===== src/rtl/pixel_array_sequencer.sv =====
// Frame sequencer for the pixel array: ERASE, EXPOSE, CONVERT (ramp), READ.
// Ports: clk/reset; start/continuous/abort/exp_time control; phase outputs
//   erase/expose/bias_en/ramp_en/read/count_oe/count; row capture
//   row_data_in -> row_data_out/row_idx/row_valid with row_ready handshake;
//   status busy/frame_done/frame_cnt. All outputs registered.
module pixel_array_sequencer #(
    parameter int N_ROWS   = 2,
    parameter int ROW_PIX  = 2,
    parameter int DW       = 8,
    parameter int T_ERASE  = 5,
    parameter int T_SETTLE = 2,
    localparam int RW      = (N_ROWS > 1) ? $clog2(N_ROWS) : 1
) (
    input  logic                  clk,
    input  logic                  reset,
    input  logic                  start,
    input  logic                  continuous,
    input  logic                  abort,
    input  logic [15:0]           exp_time,
    output logic                  erase,
    output logic                  expose,
    output logic                  bias_en,
    output logic                  ramp_en,
    output logic [N_ROWS-1:0]     read,
    output logic                  count_oe,
    output logic [DW-1:0]         count,
    input  logic [ROW_PIX*DW-1:0] row_data_in,
    output logic [ROW_PIX*DW-1:0] row_data_out,
    output logic [RW-1:0]         row_idx,
    output logic                  row_valid,
    input  logic                  row_ready,
    output logic                  busy,
    output logic                  frame_done,
    output logic [15:0]           frame_cnt
);

    typedef enum logic [2:0] {
        S_IDLE, S_ERASE, S_EXPOSE, S_CONVERT, S_READ, S_GAP, S_DONE
    } state_t;

    state_t      state;
    state_t      nxt;
    logic [15:0] timer;
    logic [15:0] exp_lat;
    logic [RW-1:0] row_r;
    logic        go_erase;

    // A frame starts from IDLE on start, or back-to-back from the
    // frame_done cycle when continuous is set.
    assign go_erase = ((state == S_IDLE) && start) ||
                      ((state == S_DONE) && continuous);

    always_ff @(posedge clk) begin
        if (reset || abort) begin
            state        <= S_IDLE;
            nxt          <= S_IDLE;
            timer        <= '0;
            row_r        <= '0;
            erase        <= 1'b0;
            expose       <= 1'b0;
            bias_en      <= 1'b0;
            ramp_en      <= 1'b0;
            read         <= '0;
            count_oe     <= 1'b1;
            count        <= '0;
            row_data_out <= '0;
            row_idx      <= '0;
            row_valid    <= 1'b0;
            busy         <= 1'b0;
            frame_done   <= 1'b0;
            // abort keeps the completed-frame count
            if (reset) begin
                frame_cnt <= '0;
                exp_lat   <= '0;
            end
        end else begin
            frame_done <= 1'b0;
            if (go_erase) begin
                state   <= S_ERASE;
                erase   <= 1'b1;
                busy    <= 1'b1;
                timer   <= 16'(T_ERASE - 1);
                exp_lat <= exp_time;
            end else begin
                unique case (state)
                    S_IDLE: ;
                    S_ERASE: begin
                        if (timer == 16'd0) begin
                            erase <= 1'b0;
                            state <= S_GAP;
                            nxt   <= S_EXPOSE;
                        end else begin
                            timer <= timer - 16'd1;
                        end
                    end
                    S_EXPOSE: begin
                        if (timer == 16'd0) begin
                            expose  <= 1'b0;
                            bias_en <= 1'b0;
                            state   <= S_GAP;
                            nxt     <= S_CONVERT;
                        end else begin
                            timer <= timer - 16'd1;
                        end
                    end
                    S_CONVERT: begin
                        // the ramp ends on the top code, so count never wraps
                        if (count == '1) begin
                            ramp_en <= 1'b0;
                            count   <= '0;
                            state   <= S_GAP;
                            nxt     <= S_READ;
                        end else begin
                            count <= count + DW'(1);
                        end
                    end
                    S_READ: begin
                        if (row_valid && row_ready) begin
                            row_valid <= 1'b0;
                            read      <= '0;
                            count_oe  <= 1'b1;
                            state     <= S_GAP;
                            if (row_r == RW'(N_ROWS - 1)) begin
                                row_r <= '0;
                                nxt   <= S_DONE;
                            end else begin
                                row_r <= row_r + RW'(1);
                                nxt   <= S_READ;
                            end
                        end else if (!row_valid) begin
                            // timer counts READ cycles already elapsed
                            if (timer == 16'(T_SETTLE - 1)) begin
                                row_data_out <= row_data_in;
                                row_idx      <= row_r;
                                row_valid    <= 1'b1;
                            end else begin
                                timer <= timer + 16'd1;
                            end
                        end
                    end
                    S_GAP: begin
                        state <= nxt;
                        unique case (nxt)
                            S_EXPOSE: begin
                                expose  <= 1'b1;
                                bias_en <= 1'b1;
                                timer   <= (exp_lat == 16'd0) ? 16'd0
                                         : exp_lat - 16'd1;
                            end
                            S_CONVERT: begin
                                ramp_en <= 1'b1;
                                count   <= '0;
                            end
                            S_READ: begin
                                read     <= N_ROWS'(1) << row_r;
                                count_oe <= 1'b0;
                                timer    <= '0;
                            end
                            S_DONE: begin
                                frame_done <= 1'b1;
                                frame_cnt  <= frame_cnt + 16'd1;
                            end
                            default: begin
                                state <= S_IDLE;
                                busy  <= 1'b0;
                            end
                        endcase
                    end
                    S_DONE: begin
                        state <= S_IDLE;
                        busy  <= 1'b0;
                    end
                    default: begin
                        state <= S_IDLE;
                        busy  <= 1'b0;
                    end
                endcase
            end
        end
    end

endmodule

===== config.mk =====
export PLATFORM = sky130hd
export DESIGN_NAME = pixel_array_sequencer
export DESIGN_NICKNAME = d
export VERILOG_FILES = /design/src/rtl/pixel_array_sequencer.sv
export SDC_FILE = /design/constraint.sdc
export NUM_CORES = 1
export LEC_CHECK = 0
export BUFFER_PORTS_ARGS = -buffer_cell sky130_fd_sc_hd__buf_2
export CAP_MARGIN = 25
export CORE_UTILIZATION = 60
export CTS_CLUSTER_SIZE = 24
export DETAILED_ROUTE_END_ITERATION = 12
export GPL_ROUTABILITY_DRIVEN = 1
export GPL_TIMING_DRIVEN = 1
export PLACE_DENSITY = 0.86
export SYNTH_ARGS = -nofsm -noshare
export SYNTH_HDL_FRONTEND = slang
export SYNTH_SLANG_ARGS = --single-unit

===== constraint.sdc =====
create_clock -name clk -period 5.15 [get_ports clk]
set_clock_uncertainty 0.05 [all_clocks]
set_input_delay 0.2575 -clock clk [delete_from_list [all_inputs] [get_ports clk]]
set_output_delay 0.2575 -clock clk [all_outputs]
set_load 0.02 [all_outputs]

Word level (Yosys, flattened, before mapping)
Index checks and enable logic that the tools add are counted.
Storage, ports and cells
  register bits after elaboration: 89
  output and inout port bits: 51
  logic and storage cells: 161
Operators by class
  add/subtract/negate cells: 6
  equal/unequal tests: 38
  shift operators: 1
  multiplexer cells: 52
  bitwise gates (word level): 5
  reductions and logical operators: 40
Operator list (count)
  16-bit 2-to-1 mux: 12
  16-bit case mux with 3 select lines: 1
  16-bit by 1-bit adder with 16-bit output, second input constant: 2
  16-bit logical NOT: 2
  16-bit case mux with 2 select lines: 1
  16-bit by 1-bit subtractor with 16-bit output, second input constant: 2
  3-bit 2-to-1 mux: 9
  2-bit inequality test, second input constant: 12
  3-bit inequality test, second input constant: 8
  4-bit AND reduction: 6
  6-bit AND reduction: 3
  16-bit by 1-bit equality test with 1-bit output, second input constant: 1
  1-bit 2-to-1 mux: 16
  8-bit 2-to-1 mux: 2
  8-bit case mux with 2 select lines: 1
  2-bit nonzero test: 8
  3-bit equality test, second input constant: 5
  3-bit case mux with 5 select lines: 1
  3-bit by 2-bit equality test with 1-bit output, second input constant: 4
  3-bit case mux with 4 select lines: 1
  8-bit by 1-bit adder with 8-bit output, second input constant: 1
  8-bit equality test, second input constant: 1
  2-bit by 1-bit inequality test with 1-bit output, second input constant: 4
  1-bit case mux with 2 select lines: 4
  20 further kinds: 35

Depth between registers and ports, before layout
Gate-level depths: netlist of the first run.
  depth in word-level cells: 6
  gate-level depth with buffers: 10
  mapped depth without buffers: 8

Least setup slack after synthesis of the first run
OpenSTA, ideal clock, no wires.
  path kind: register to register
  from: register state[0]
  to: register frame_cnt[0], enable pin
  setup time: 392 ps
  arrival time: 2125 ps
  required time: 4708 ps
  setup slack: 2582 ps
  stages on the path, launching flop included: 6
  period minus slack after synthesis: 2568 ps
  cell sequence: dfxtp_1 clkbuf_1 clkbuf_1 nand3b_1 or3_1 o21bai_1
Between the ends
  word-level cells in the longest chain between the ends: 5
  elaborated cells on any way between the ends: 9
Ends and longest elaborated chain
  start, declared: RTL line 41  | state_t state;
  start signal, assigned: RTL line 142  | state <= nxt;
  3-bit equality test / 3-bit logical NOT (equally long branches): RTL line 51, 50
  1-bit logical AND, on equally long branches: RTL line 51, 50
  1-bit logical OR: RTL line 50  | assign go_erase = ((state == S_IDLE) && start) ||
  2-bit by 1-bit inequality test with 1-bit output (no line)
  4-bit AND reduction (no line) (*)
  end signal, assigned: RTL line 161  | frame_cnt <= frame_cnt + 16'd1;
  end, declared: RTL line 34  | output logic [15:0] frame_cnt
Every way passes the cells marked *; elsewhere a longest branch is shown, timed or not.
A chain may end at the register's enable or synchronous reset.

Worst setup path in the final report of the first run
  from: register exp_lat[0]
  to: register timer[6]
Between the ends
  word-level cells in the longest chain between the ends: 4
  elaborated cells on any way between the ends: 5
Ends and longest elaborated chain
  start, declared: RTL line 44  | logic [15:0] exp_lat;
  start signal, assigned: RTL line 83  | exp_lat <= exp_time;
  16-bit by 1-bit subtractor with 16-bit output / 16-bit logical NOT (equally long branches): RTL line 148, 147
  16-bit 2-to-1 mux (*): RTL line 147  | timer <= (exp_lat == 16'd0) ? 16'd0
  16-bit case mux with 2 select lines (*): RTL line 143  | unique case (nxt)
  16-bit case mux with 3 select lines (*): RTL line 85  | unique case (state)
  end signal, assigned: RTL line 82  | timer <= 16'(T_ERASE - 1);
  end signal, assigned: RTL line 93  | timer <= timer - 16'd1;
  end signal, assigned: RTL line 147
  end, declared: RTL line 43  | logic [15:0] timer;
Marked as above.

==> key figures, run 1 <==
Status
  – Status: finished clean

GRT
  – Pin count of the biggest net entering global routing: 47
  – Vias in the first global route: 4148
  – Gr ovfl total: 0
  – Initial antenna violation count: 0
  – First-pass GRT wire length: 20300 µm
  – All-Layer GR Usage: 29.3%

STA
  – Worst Max-Slew Pin Slew: 1.00 ns
  – RSZ-0062 raised after global routing: false
  – Max-slew violations: 0
  – Final hold vios: 0
  – Setup_tns: 0 ns
  – Fmax achieved: 327 MHz
  – Setup violators final: 0
  – Max-slew headroom: 32.8%
  – Part of the cycle the worst path needs: 59.3%
  – Final min period: 3.06 ns
  – Hold_ws: 0.0622 ns

Worst setup path
  – Reg2Reg Depth: 8
  – CP Depth: 8
  – Setup crit end kind: flip-flop
  – Crit-path max FO: 15
  – Critical path origin: exp_lat[0]
  – Reg2Reg Launch Point: exp_lat[0]
  – Cell family with most CP delay: compound AO/OA/AOI/OAI gates
  – Slowest cell on crit path: o41ai_4
  – CP Class: reg -> reg
  – Reg2reg setup slack: 2.09 ns
  – Buf/Inv on CP: 1
  – Worst-path cell chain: inv_1 -> ha_1 -> nor3b_1 -> nand3b_1 -> o41ai_4 -> a21oi_1 -> a2111oi_2 -> nor3_1
  – Crit path to: timer[6]
  – Worst EP arrival: 3.26 ns
  – Worst path required time: 5.35 ns
  – Worst path max stage delay: 0.96 ns
  – Crit start category: flip-flop
  – R2r endpoint: timer[6]

Drt
  – Initial detailed-routing violation count: 477
  – DRC Markers: 0
  – Vias/cell: 6.12
  – Detailed-route via count: 4682
  – Drt pass-1 iters: 5
  – Post-detailed-routing wire length: 12700 µm
  – Post-DR wirelength/cell: 16.6 µm
  – Post-DRT Antenna Nets: 0

Layout
  – # diodes: 0
  – Final Net Count: 700
  – Final core utilization: 69.3%
  – Final Non-Filler Cells: 765
  – Layout area overhead: 11.9%
  – Share of layout cells above drive strength 1: 19.2%

CTS
  – CTS root buf: clkbuf_8
  – Setup repair bufs after CTS: 0
  – H-tree depth: 3
  – Hold_buf cts: 0
  – Clock sinks: 89
  – CTS buffer count: 9
  – Clock latency on the worst-skew pair: 0.37 ns
  – CTS resizes: 0
  – Clock-pin transition on the worst setup and hold timing paths: 0.10 ns
  – CTS max path bufs: 2
  – TritonCTS clock tree: yes

Synth
  – Post-synthesis mux area share: 0.396%
  – Number of flops mapped to enable cells by yosys: 32
  – Largest family of logic cells by synthesized area: simple AND/OR/NAND/NOR gates
  – Sequential share of the synthesized area: 41.5%
  – FFs w/ async S/R, synth: 0%
  – Xor/xnor cell area share of the yosys netlist: 6.92%
  – Avg Synthesized Cell Area: 8.62 µm²
  – Synth top area cells: dfxtp_1, edfxtp_1, nand2_1
  – Synth Flop Type: dfxtp_1
  – Post-Syn Nets: 632
  – Post-Synth Simple-Gate Area: 26.9%
  – Netlist cell types: 70
  – FF+latch count, synth: 89
  – Mapped Cells: 587
  – Synth warn: 0
  – Synth Area in Adders: 1.73%
  – Synth area leader: dfxtp_1
  – Mapped Area: 5060 µm²
  – Synth Area in Compound Gates: 17.8%
  – Area share of the largest cell type after synthesis: 22.5%

Min path
  – Hold Path Class: in -> reg

Pwr
  – Pleak: 2.11 nW
  – Pwr Total: 1.40 mW
  – Clock power share: 33.3%
  – Sequential share of power: 55.6%
  – Max VDD drop: 0.000235 V
  – Sw Ratio: 28.7%
  – Comb pwr share: 11.2%
  – Switching Power: 0.401 mW
  – Pint: 0.995 mW
  – Pwr dens: 246 nW/µm²

Die
  – Die Ht: 93.8 µm
  – Die Width: 93.8 µm
  – Initial cell density of the core: 61.9%
  – Die area: 8810 µm²
  – Core Region: 8180 µm²
  – Ports: 89
  – Row count: 33

Placement
  – Post-Place Cells: 749
  – Final Wtd Congestion: 0.978
  – Dpl hpwl: 8830 µm
  – Count of input and output buffers: 88

Flow run
  – Maxcap violations: 0
[synth_stat cells, drive strengths merged, types with 6 or more instances]
| cell type | instances |
|---|---|
| nand2 | 68 |
| nor2 | 68 |
| dfxtp | 57 |
| a21oi | 48 |
| edfxtp | 32 |
| nand3 | 27 |
| clkbuf | 23 |
| o21ai | 23 |
| xor2 | 22 |
| and2 | 19 |
| xnor2 | 18 |
| nor3 | 16 |
| inv | 15 |
| buf | 13 |
| nor4 | 13 |
| nand4 | 10 |
| ha | 7 |
| nor3b | 7 |
| o211ai | 7 |
| or3 | 7 |
| and3 | 6 |
[worst register-to-register path, cell delays in order (launching register included)]
cell	delay [ns]
edfxtp_1	0.43
inv_1	0.08
ha_1	0.17
nor3b_1	0.40
nand3b_1	0.34
o41ai_4	0.96
a21oi_1	0.13
a2111oi_2	0.32
nor3_1	0.07
[cells by family after synthesis]
kind of cell,Yosys count
flops,89
buf+inv,51
mux,2
compound gates,133
simple gates,265
fa+ha+maj,7
xor+xnor,40
[layout by cell type (no fill, tap or decap), types with 4 or more instances in the layout]
cell type / n
buf_2: 88
nor2_1: 67
nand2_1: 67
dfxtp_1: 57
a21oi_1: 48
edfxtp_1: 32
nand3_1: 27
xor2_1: 22
xnor2_1: 18
and2_1: 18
o21ai_0: 17
nor3_1: 16
inv_1: 15
nor4_1: 12
nand4_1: 10
clkbuf_8: 9
or3_1: 7
ha_1: 7
o211ai_1: 6
o21ai_1: 6
and3_1: 6
a21o_1: 5
nor3b_1: 5
o22ai_1: 5
nand3b_1: 4
nand2b_1: 4
o21a_1: 4
a31oi_1: 4
a32o_1: 4
a211oi_1: 4
buf_4: 4
[registers in the layout, summed over array words and instances, names as in the netlist]
| name | flops |
|---|---|
| ramp_en | 1 |
| nxt | 3 |
| count_oe | 1 |
| frame_done | 1 |
| state | 3 |
| busy | 1 |
| timer | 16 |
| read | 2 |
| bias_en | 1 |
| row_r | 1 |
| row_data_out | 16 |
| frame_cnt | 16 |
| row_idx | 1 |
| count | 8 |
| erase | 1 |
| exp_lat | 16 |
| row_valid | 1 |
[cell type report]
type                            instances  area (µm²)
Multi-Input combinational cell        447        2720
Fill cell                             658        2510
Sequential cell                        89        2100
Timing Repair Buffer                   93         482
Tap cell                              105         131
Clock buffer                           10         128
Inverter                               15        56.3
Clock inverter                          6        47.5
[routing by layer]
layer,vias to the layer above,global-route usage (%),share of wire [%]
li1,2253,-,-
met1,2203,40.0,44
met2,210,45.6,47
met3,16,6.07,7.6
met4,0,10.9,1.3
met5,-,0,0
[how the worst min path moves through the flow]
| stage | from | to | depth (start not counted) | slack, ns |
|---|---|---|---|---|
| CTS | row_data_in[3] | row_data_out[3] | 3 | 0.06 |
| global placement | row_data_out[5] | row_data_out[5] | 2 | 0.39 |
| global route | row_data_in[12] | row_data_out[12] | 3 | 0.06 |
| detailed placement | row_data_out[7] | row_data_out[7] | 2 | 0.39 |
| floorplan | row_data_in[0] | row_data_out[0] | 2 | 0.35 |
| finish | row_data_in[3] | row_data_out[3] | 3 | 0.06 |
[through the flow]
stage,setup slack [ns],cell area (µm²)
after floorplan,2.58,5060
after global placement,2.31,5480
after detailed placement,2.19,5490
after CTS,2.16,5660
after global routing,1.94,5660
final,2.09,5660
[power groups by stage]
stage,clock network [mW],registers (mW),logic (mW)
final,0.464,0.776,0.156
after global routing,0.492,0.779,0.170
after CTS,0.466,0.775,0.154
after detailed placement,0,0.791,0.152
after global placement,0,0.789,0.147
after floorplan,0,0.790,0.102
Power figures use the tool's default switching activity.
==> run 2, diff against run 1 <==
CORE_UTILIZATION = 56   (was 60)
PLACE_DENSITY = 0.81   (was 0.86)
clock period = 3 ns   (was 5.15 ns; I/O delays follow)
==> run 2 against run 1 <==
Clock-buffer cell count did not move. Combinational power rose by 89%. Non-clock buffer count rose by 27. Power rose by 72%. Critical path depth fell by 2. Setup slack got worse by 1.8 ns.
==> key figures, run 2 (synthesized netlist as in run 1, its figures left out) <==
STA
  – Setup_tns: 0 ns (unchanged)
  – Final hold vios: 0 (unchanged)
  – Max-slew headroom: 45.9% (+13 points)
  – Part of the cycle the worst path needs: 90.8% (+31 points)
  – Worst Max-Slew Pin Slew: 0.808 ns (-0.196 ns)
  – Fmax achieved: 367 MHz (+12%)
  – RSZ-0062 raised after global routing: false
  – Max-slew violations: 0 (unchanged)
  – Final min period: 2.72 ns (-0.332 ns)
  – Setup violators final: 0 (unchanged)

Drt
  – Vias/cell: 6.05 (-1.2%)
  – Initial detailed-routing violation count: 493 (+3.4%)
  – DRC Markers: 0 (unchanged)
  – Post-detailed-routing wire length: 13000 µm (+2.7%)
  – Drt pass-1 iters: 6 (+1)
  – Post-DRT Antenna Nets: 0 (unchanged)
  – Detailed-route via count: 4806 (+2.6%)
  – Post-DR wirelength/cell: 16.4 µm (-1.2%)

Die
  – Initial cell density of the core: 58.0% (-3.9 points)
  – Die area: 9420 µm² (+7.0%)
  – Core Region: 8720 µm² (+6.7%)
  – Die Ht: 97.1 µm (+3.4%)
  – Row count: 34 (+3.0%)
  – Die Width: 97.1 µm (+3.4%)
  – Ports: 89 (unchanged)

Pwr
  – Sequential share of power: 55.3% (-0.3 points)
  – Switching Power: 0.674 mW (+68%)
  – Sw Ratio: 28.1% (-0.67 points)
  – Max VDD drop: 0.000308 V (+31%)
  – Pwr dens: 406 nW/µm² (+65%)
  – Clock power share: 32.4% (-0.9 points)
  – Pwr Total: 2.40 mW (+72%)
  – Pint: 1.73 mW (+74%)
  – Comb pwr share: 12.3% (+1.1 points)
  – Pleak: 2.23 nW (+5.6%)

CTS
  – Clock latency on the worst-skew pair: 0.36 ns (about the same)
  – CTS buffer count: 9 (unchanged)
  – Clock sinks: 89 (unchanged)
  – Clock-pin transition on the worst setup and hold timing paths: 0.10 ns (about the same)
  – CTS resizes: 0 (unchanged)
  – TritonCTS clock tree: yes
  – Setup repair bufs after CTS: 0 (unchanged)
  – H-tree depth: 3 (unchanged)
  – CTS root buf: clkbuf_8
  – CTS max path bufs: 2 (unchanged)

Placement
  – Post-Place Cells: 764 (+2.0%)
  – Count of input and output buffers: 88 (unchanged)
  – Final Wtd Congestion: 0.962 (-1.6%)
  – Dpl hpwl: 8870 µm (+0.45%)

Worst setup path
  – Crit start category: flip-flop
  – Crit-path max FO: 8 (-7)
  – Reg2Reg Launch Point: exp_lat[10]
  – Critical path origin: exp_lat[10]
  – Worst-path cell chain: or4_4 -> or4_4 -> o41ai_4 -> buf_4 -> nor2_1 -> o311a_1
  – CP Class: reg -> reg
  – Buf/Inv on CP: 1 (unchanged)
  – Cell family with most CP delay: simple AND/OR/NAND/NOR gates
  – Worst path max stage delay: 0.58 ns (-0.38 ns)
  – Worst EP arrival: 2.94 ns (-0.32 ns)
  – Setup crit end kind: flip-flop
  – Slowest cell on crit path: or4_4
  – Most used cell, CP: or4_4
  – Worst path required time: 3.21 ns (-2.14 ns)

Min path
  – Hold path start: exp_time[8]
  – Hold Path Class: in -> reg

GRT
  – All-Layer GR Usage: 27.9% (-1.4 points)
  – First-pass GRT wire length: 21500 µm (+6.3%)
  – Pin count of the biggest net entering global routing: 46 (-2.1%)
  – Initial antenna violation count: 0 (unchanged)
  – Vias in the first global route: 4567 (+10%)
  – Gr ovfl total: 0 (unchanged)

Flow run
  – Maxcap violations: 0 (unchanged)

Layout
  – Fillers: 673 (+2.3%)
  – # diodes: 0 (unchanged)
  – Layout area overhead: 16.8%
  – Commonest non-fill, non-tap cell in the layout: buf_2
  – Most frequent cells in the layout: buf_2, nor2_1, nand2_1, dfxtp_1, a21oi_1
  – Final Non-Filler Cells: 795 (+3.9%)
  – Share of layout cells above drive strength 1: 20.2% (+0.99 points)
  – Final Net Count: 727 (+3.9%)
  – Final core utilization: 67.8% (-1.5 points)

Status
  – Status: finished clean
-- run 2: cell count changes in the layout (fill, tap and decap cells not counted) --
cell | before | now
inv_4 | 1 | 2
buf_6 | 1 | 0
clkinv_8 | 0 | 1
dlygate4sd3_1 | 0 | 15
clkinv_4 | 0 | 2
buf_4 | 4 | 17
inv_8 | 1 | 0
clkinv_2 | 1 | 0
inv_6 | 2 | 0
-- run 2: path summary, 6_finish.rpt --
path / to / slack [ns] / depth (start not counted)
worst max-delay path: timer[10] / 0.28 / 6
worst min-delay path: exp_lat[8] / 0.01 / 2
worst max register to register: timer[10] / 0.28 / 6
worst min register to register: row_data_out[10] / 0.40 / 2
-- run 2: final cells by class --
| type | instances | area, µm² | area share (%) |
|---|---|---|---|
| well taps | 108 | 135 | 2.29 |
| clock buffers | 10 | 128 | 2.16 |
| flip-flops and latches | 89 | 2100 | 35.6 |
| inverters | 15 | 56.3 | 0.953 |
| multi-input cells | 447 | 2720 | 46.0 |
| clock inverters | 6 | 53.8 | 0.910 |
| repair buffers | 120 | 718 | 12.2 |
-- run 2: per-stage QoR --
stage	setup WS [ns]	cell area, µm²	hold WS (ns)
after floorplan	0.432	5060	0.240
after global placement	0.363	5580	0.345
after detailed placement	0.282	5580	0.349
after CTS	0.285	5910	0.00635
after global routing	0.115	5910	0.0109
final	0.277	5910	0.0137
-- run 2: per-layer routing --
layer	share of wire [%]	vias to the layer above	track usage [%]
met5	0	-	0
met4	1.7	0	11.9
met3	7.9	26	5.25
met2	48	232	45.2
met1	43	2238	36.4
li1	-	2310	-
-- run 2: power by group through the flow --
stage | combinational, mW | sequential (mW) | clock (mW)
3_5_place_dp | 0.273 | 1.35 | 0
3_3_place_gp | 0.267 | 1.35 | 0
5_1_grt | 0.322 | 1.33 | 0.830
4_1_cts | 0.291 | 1.33 | 0.785
2_1_floorplan | 0.175 | 1.36 | 0
6_report | 0.295 | 1.33 | 0.777
-- run 2: repair_timing --
action                     4_1_cts  5_1_grt
setup endpoints to repair        0        0
hold buffers                    15        0
hold endpoints to repair        15        0
